## src/rtl/adder_seq_if.sv

```systemverilog
// ----------------------------------------------------------------------------
// adder_seq_if
// Request/response bundle for the multi-cycle add/subtract unit.
//
//   start_in  request strobe, only looked at while busy_out is low
//   sub_in    0: A+B+c_in, 1: A-B-c_in (c_in is then a borrow-in)
//   a_in      operand A, captured on the accepted start edge
//   b_in      operand B, captured on the accepted start edge
//   c_in      carry-in / borrow-in, captured on the accepted start edge
//   busy_out  operation in progress
//   done_out  one-cycle pulse, results updated in this cycle
//   sum_out   result, modulo 2^WIDTH
//   c_out     raw carry out of the MSB (subtract: 1 means no borrow)
//   ovf_out   two's-complement signed overflow
//
// master: requester side. slave: the arithmetic unit.
// ----------------------------------------------------------------------------
interface adder_seq_if #(
   parameter int WIDTH = 16
);
   logic             start_in;
   logic             sub_in;
   logic [WIDTH-1:0] a_in;
   logic [WIDTH-1:0] b_in;
   logic             c_in;
   logic             busy_out;
   logic             done_out;
   logic [WIDTH-1:0] sum_out;
   logic             c_out;
   logic             ovf_out;

   modport master (
      output start_in, sub_in, a_in, b_in, c_in,
      input  busy_out, done_out, sum_out, c_out, ovf_out
   );

   modport slave (
      input  start_in, sub_in, a_in, b_in, c_in,
      output busy_out, done_out, sum_out, c_out, ovf_out
   );
endinterface

```

## src/rtl/adder_seq.sv

```systemverilog
// ----------------------------------------------------------------------------
// adder_seq
// Multi-cycle add/subtract unit. Operands are WIDTH bits wide and are summed
// CHUNK bits per clock, with the inter-chunk carry held in a register so the
// combinational ripple path never exceeds CHUNK bits. One operation takes
// NCHUNK = WIDTH/CHUNK cycles from the accepted start edge to done_out.
// WIDTH must be a multiple of CHUNK, and 1 <= CHUNK <= WIDTH.
//
// Ports:
//   clk    rising-edge clock
//   rst_n  asynchronous active-low reset; aborts any operation
//   bus    adder_seq_if.slave (start/sub/operands in, busy/done/results out)
//
// Operands are held in right-shift registers: the chunk being processed is
// always the low CHUNK bits, and each new partial sum enters the result
// register from the top. After NCHUNK shifts the result is fully aligned.
// ----------------------------------------------------------------------------
module adder_seq #(
   parameter int WIDTH = 16,
   parameter int CHUNK = 4
) (
   input  logic        clk,
   input  logic        rst_n,
   adder_seq_if.slave  bus
);

   localparam int NCHUNK = WIDTH / CHUNK;
   localparam int CNT_W  = (NCHUNK > 1) ? $clog2(NCHUNK) : 1;
   localparam logic [CNT_W-1:0] LAST_IDX = CNT_W'(NCHUNK - 1);

   typedef enum logic [0:0] {
      IDLE = 1'b0,
      RUN  = 1'b1
   } state_t;

   // state and datapath registers
   state_t             state_r;
   logic [WIDTH-1:0]   a_r;
   logic [WIDTH-1:0]   b_eff_r;
   logic               carry_r;
   logic [CNT_W-1:0]   cnt_r;
   logic [WIDTH-1:0]   res_r;
   logic [WIDTH-1:0]   sum_r;
   logic               c_out_r;
   logic               ovf_r;
   logic               done_r;
   logic               busy_r;

   // next-state values
   state_t             state_next_s;
   logic [WIDTH-1:0]   a_next_s;
   logic [WIDTH-1:0]   b_eff_next_s;
   logic               carry_next_s;
   logic [CNT_W-1:0]   cnt_next_s;
   logic [WIDTH-1:0]   res_next_s;
   logic [WIDTH-1:0]   sum_next_s;
   logic               c_out_next_s;
   logic               ovf_next_s;
   logic               done_next_s;
   logic               busy_next_s;

   // per-chunk arithmetic
   logic [CHUNK:0]     chunk_sum_s;
   logic [WIDTH-1:0]   res_step_s;
   logic               last_s;

   // Chunk adder on the low CHUNK bits; the partial sum is shifted in from
   // the top of the result register so chunk 0 ends up at bit 0.
   always_comb begin
      chunk_sum_s = {1'b0, a_r[CHUNK-1:0]}
                  + {1'b0, b_eff_r[CHUNK-1:0]}
                  + {{CHUNK{1'b0}}, carry_r};
      res_step_s  = (res_r >> CHUNK)
                  | (WIDTH'(chunk_sum_s[CHUNK-1:0]) << (WIDTH - CHUNK));
      last_s      = (cnt_r == LAST_IDX);
   end

   // Next-state and datapath update logic for the IDLE/RUN controller.
   always_comb begin
      state_next_s = state_r;
      a_next_s     = a_r;
      b_eff_next_s = b_eff_r;
      carry_next_s = carry_r;
      cnt_next_s   = cnt_r;
      res_next_s   = res_r;
      sum_next_s   = sum_r;
      c_out_next_s = c_out_r;
      ovf_next_s   = ovf_r;
      done_next_s  = 1'b0;

      case (state_r)
         IDLE: begin
            if (bus.start_in) begin
               // Subtract is A + ~B + ~borrow, so both B and the carry-in
               // are inverted at capture time and RUN only ever adds.
               a_next_s     = bus.a_in;
               b_eff_next_s = bus.sub_in ? ~bus.b_in : bus.b_in;
               carry_next_s = bus.c_in ^ bus.sub_in;
               cnt_next_s   = {CNT_W{1'b0}};
               state_next_s = RUN;
            end else begin
               state_next_s = IDLE;
            end
         end

         RUN: begin
            a_next_s     = a_r >> CHUNK;
            b_eff_next_s = b_eff_r >> CHUNK;
            carry_next_s = chunk_sum_s[CHUNK];
            res_next_s   = res_step_s;
            cnt_next_s   = cnt_r + CNT_W'(1);
            if (last_s) begin
               // On the final chunk the low bits of a_r/b_eff_r hold the
               // operand MSBs, and the top partial-sum bit is the result MSB.
               sum_next_s   = res_step_s;
               c_out_next_s = chunk_sum_s[CHUNK];
               ovf_next_s   = (a_r[CHUNK-1] == b_eff_r[CHUNK-1])
                           && (chunk_sum_s[CHUNK-1] != a_r[CHUNK-1]);
               done_next_s  = 1'b1;
               state_next_s = IDLE;
            end else begin
               state_next_s = RUN;
            end
         end

         default: begin
            state_next_s = IDLE;
         end
      endcase

      busy_next_s = (state_next_s == RUN);
   end

   // State and datapath registers; reset clears everything and aborts RUN.
   always_ff @(posedge clk or negedge rst_n) begin
      if (!rst_n) begin
         state_r <= IDLE;
         a_r     <= {WIDTH{1'b0}};
         b_eff_r <= {WIDTH{1'b0}};
         carry_r <= 1'b0;
         cnt_r   <= {CNT_W{1'b0}};
         res_r   <= {WIDTH{1'b0}};
         sum_r   <= {WIDTH{1'b0}};
         c_out_r <= 1'b0;
         ovf_r   <= 1'b0;
         done_r  <= 1'b0;
         busy_r  <= 1'b0;
      end else begin
         state_r <= state_next_s;
         a_r     <= a_next_s;
         b_eff_r <= b_eff_next_s;
         carry_r <= carry_next_s;
         cnt_r   <= cnt_next_s;
         res_r   <= res_next_s;
         sum_r   <= sum_next_s;
         c_out_r <= c_out_next_s;
         ovf_r   <= ovf_next_s;
         done_r  <= done_next_s;
         busy_r  <= busy_next_s;
      end
   end

   assign bus.busy_out = busy_r;
   assign bus.done_out = done_r;
   assign bus.sum_out  = sum_r;
   assign bus.c_out    = c_out_r;
   assign bus.ovf_out  = ovf_r;

endmodule

```

## src/flat_wrapper.sv

```systemverilog
// flat-port wrapper written by rule: the top's interface ports become plain ports
module adder_seq_flat 
#(
   parameter int WIDTH = 16,
   parameter int CHUNK = 4
)
  (clk, rst_n, bus_start_in, bus_sub_in, bus_a_in, bus_b_in, bus_c_in, bus_busy_out, bus_done_out, bus_sum_out, bus_c_out, bus_ovf_out);
  adder_seq_if #(.WIDTH(WIDTH)) bus_i ();
  input  logic clk;
  input  logic rst_n;
  input wire logic [$bits(bus_i.start_in)-1:0] bus_start_in;
  input wire logic [$bits(bus_i.sub_in)-1:0] bus_sub_in;
  input wire logic [$bits(bus_i.a_in)-1:0] bus_a_in;
  input wire logic [$bits(bus_i.b_in)-1:0] bus_b_in;
  input wire logic [$bits(bus_i.c_in)-1:0] bus_c_in;
  output wire logic [$bits(bus_i.busy_out)-1:0] bus_busy_out;
  output wire logic [$bits(bus_i.done_out)-1:0] bus_done_out;
  output wire logic [$bits(bus_i.sum_out)-1:0] bus_sum_out;
  output wire logic [$bits(bus_i.c_out)-1:0] bus_c_out;
  output wire logic [$bits(bus_i.ovf_out)-1:0] bus_ovf_out;
  assign bus_i.start_in = bus_start_in;
  assign bus_i.sub_in = bus_sub_in;
  assign bus_i.a_in = bus_a_in;
  assign bus_i.b_in = bus_b_in;
  assign bus_i.c_in = bus_c_in;
  assign bus_busy_out = bus_i.busy_out;
  assign bus_done_out = bus_i.done_out;
  assign bus_sum_out = bus_i.sum_out;
  assign bus_c_out = bus_i.c_out;
  assign bus_ovf_out = bus_i.ovf_out;
  adder_seq #(.WIDTH(WIDTH), .CHUNK(CHUNK)) u_core (.clk(clk), .rst_n(rst_n), .bus(bus_i));
endmodule
```

## config.mk

```make
export PLATFORM = sky130hd
export DESIGN_NAME = adder_seq_flat
export DESIGN_NICKNAME = d
export VERILOG_FILES = /design/src/rtl/adder_seq_if.sv /design/src/rtl/adder_seq.sv /design/src/flat_wrapper.sv
export SDC_FILE = /design/constraint.sdc
export NUM_CORES = 1
export LEC_CHECK = 0
export ABC_AREA = 1
export CAP_MARGIN = 0
export CORE_ASPECT_RATIO = 1.2
export CORE_UTILIZATION = 40
export DETAILED_ROUTE_END_ITERATION = 10
export PLACE_DENSITY = 0.63
export SLEW_MARGIN = 10
export SYNTH_ARGS = -nofsm -noshare
export SYNTH_HDL_FRONTEND = slang
export SYNTH_SLANG_ARGS = --single-unit
```

## constraint.sdc

```tcl
create_clock -name clk -period 1.7 [get_ports clk]
set_input_delay 0.51 -clock clk [delete_from_list [all_inputs] [get_ports clk]]
set_output_delay 0.51 -clock clk [all_outputs]
set_load 0.005 [all_outputs]
```

==> run summary <==
status -> finished clean
total track usage -> 0.167
crit path capture type -> primary output
Mapped Cells -> 298
r2r startpoint -> u_core.carry_r
critical-path cell list -> clkdlybuf4s50_1
P&R area growth vs syn -> 32.7%
flop-to-flop setup slack -> 0.07 ns
pre-CTS setup slack -> -0.0545 ns
CP delay by family, top -> buffers and inverters
CTS H-tree lvls -> 3
die width -> 80.0 um
drt first-iter violations -> 95
CTS tree -> built
# fillers -> 677
dominant cells by area after synthesis -> dfrtp_1 (57%), nand2_1 (11%), o21ai_0 (5.0%)
Yosys top cell by area -> dfrtp_1
final instance area -> 3870 um2
R2R cell count -> 4
pins over their slew limit -> 0
CTS Buffer Depth -> 2
post-synthesis adder-cell area fraction -> 0.0309
vias in the first global route -> 2210
largest family of logic cells by synthesized area -> simple AND/OR/NAND/NOR gates
initial antenna violation count -> 0
Die Ht -> 95.6 um
fin crit share -> 0.977
Final setup viols -> 0
clk_skew -> 0.00948 ns
kind of critical path -> reg2out
synthesized-area fraction occupied by xor and xnor cells -> 0.0540
share of the yosys chip area belonging to registers -> 0.574
Nets -> 412
Buffers & Inverters on Critical Path -> 1
layout cells sized above 1 -> 0.107
GRT busiest layer -> met2
Avg Cell Area, Syn -> 9.80 um2
Die ar. -> 7640 um2
Tmin final -> 1.66 ns
# DRC -> 0
Worst EP arrival -> 1.15 ns
CP max stage delay -> 0.49 ns
critical path launch point -> u_core.bus.done_out
Routed Antenna Nets -> 0
P per Cell Area -> 1530 nW/um2
via count -> 2228
final hold slack -> 0.190 ns
Worst VDD drop -> 0.623 mV
critical-path maximum fanout -> 1
Warnings, synthesis -> 0
Hold/Removal Path Class -> in2async
Yosys reg bits -> 67
final worst setup slack -> 0.0393 ns
setup TNS -> 0 ns
Ant. Diodes -> 0
root buffer cell -> clkbuf_8
HPWL after DPL -> 3910 um
library cells used by synthesis -> 24
Post-synth EDFFs -> 0
CTS hold repair buffers -> 0
mux cell area share after synthesis -> 0
clock input transition at the sequential cells of the worst setup and hold paths -> 0.07 ns
first-pass GRT wire length -> 9640 um
pin count of the biggest net entering global routing -> 68
critical path startpoint category -> flip-flop
synthesized cell area -> 2920 um2
area post-placement -> 3650 um2
Compound-Gate Fraction of Synth Area -> 0.127
count leader, synth -> nand2_1
RSZ-0062 raised after global routing -> true
Num Clock Sinks -> 67
max frequency -> 0.602 GHz
required time of the critical path -> 1.19 ns
async set-or-reset flop fraction in the synthesized netlist -> 1.00
Synth top area share -> 0.574
M2 GR Usage -> 0.282
num rows -> 33
Worst path depth -> 1
clk_lat worst skew -> 0.33 ns
initial core utilization -> 0.421
Inst Count DP -> 440
r2r endpoint -> u_core.bus.sum_out[13]
multi-input logic area -> 1070 um2
routed len/inst -> 12.3 um
Slew @ Worst Pin -> 0.341 ns
Final Hold Viols -> 0
I/O Pins -> 57
CP max-delay cell -> clkdlybuf4s50_1
Worst Setup EP -> bus_done_out
gr ovfl total -> 0
slew margin rel. -> 0.773
syn nets -> 341
met1 Resource Use GR -> 0.200
grt met3 use -> 0.0325
TritonCTS Buffers -> 9
drt total wl -> 5670 um
gpl congestion -> 0.736
Synth Area in Simple Gates -> 0.152
core area -> 6940 um2
Sequential Area -> 1680 um2
first-pass iteration count of the detailed router -> 4
Final Instance Count excl. Fillers -> 460
vias per cell -> 4.84
count of buffers from port buffering -> 56
Post-synth top cells -> nand2_1 (89), dfrtp_1 (67), o21ai_0 (29)
Primary FF master, synth -> dfrtp_1
Max-Cap Viols -> 0
Lkg Pwr -> 1.88 nW
[how the worst min path moves through the flow]
stage	to	slack [ns]	cells after the start
floorplan	u_core.a_r[0]	0.21	0
CTS	u_core.bus.sum_out[0]	0.19	2
detailed placement	u_core.bus.sum_out[15]	0.47	2
global placement	u_core.res_r[5]	0.46	2
finish	u_core.bus.sum_out[0]	0.19	2
global route	u_core.cnt_r[0]	0.22	2
[kinds of logic (layout without fill, tap and decap cells)]
family,Yosys count,after routing
fa+ha+maj,6,6
flops,67,67
simple gates,109,109
xor+xnor,18,18
buf+inv,35,110
compound gates,63,63
[layout make-up]
type / count / share of cell area
Sequential cell: 67 / 0.433
Multi-Input combinational cell: 196 / 0.276
Timing Repair Buffer: 75 / 0.192
Clock buffer: 13 / 0.0410
Tap cell: 87 / 0.0281
Inverter: 20 / 0.0207
Clock inverter: 2 / 0.00905
[power breakdown]
group,internal (W),switching (W),total [W]
sequential,0.00220,0.000327,0.00253
combinational,0.000986,0.00112,0.00211
clock,0.000749,0.000549,0.00130
[cell usage in the layout, fill, tap and decap left out]
cell	instances
nand3_1	14
inv_1	17
clkdlybuf4s50_1	36
a22o_1	4
xnor2_1	16
nand2_4	1
fa_2	1
nor2_1	3
nor2_4	1
nand2_2	1
clkinv_1	1
dfrtp_1	67
o21ai_1	11
buf_12	5
a22oi_1	13
clkbuf_8	11
nand2_1	89
o21ai_2	1
o211ai_1	3
buf_4	14
clkbuf_1	2
buf_2	1
o21ai_0	28
a21oi_1	3
fa_1	1
dlygate4sd2_1	17
ha_1	4
xor2_1	2
dlymetal6s2s_1	2
clkinv_2	1
bufinv_16	1
inv_4	2
[through the flow]
stage	total power (W)	utilization
2_1_floorplan	0.00380	-
3_3_place_gp	0.00465	0.526
3_5_place_dp	0.00472	0.526
4_1_cts	0.00600	0.557
5_1_grt	0.00639	0.558
6_report	0.00593	0.558
[layer usage]
metal	part of all wire	wire (um)
met1	0.44	2490
met2	0.50	2850
met3	0.038	215
met4	0.020	116
met5	0	0
[flip-flops by register name, summed over array words and instances (netlist names)]
register	cells
u_core.bus.c_out	1
u_core.carry_r	1
u_core.bus.sum_out	16
u_core.state_r	1
u_core.a_r	16
u_core.bus.done_out	1
u_core.res_r	12
u_core.bus.ovf_out	1
u_core.b_eff_r	16
u_core.cnt_r	2
[worst reg2reg max path, cell delays in order, from the launching register on]
cell and delay (ns):
dfrtp_1 0.33, inv_1 0.07, fa_1 0.47, fa_2 0.55, o21ai_0 0.09
[repair_timing]
action	in CTS	in global routing
resized for setup	18	4
pin swaps	0	0
setup endpoints to repair	19	6
buffers inserted	5	0
No activity file was read; power rests on OpenSTA's default activity.
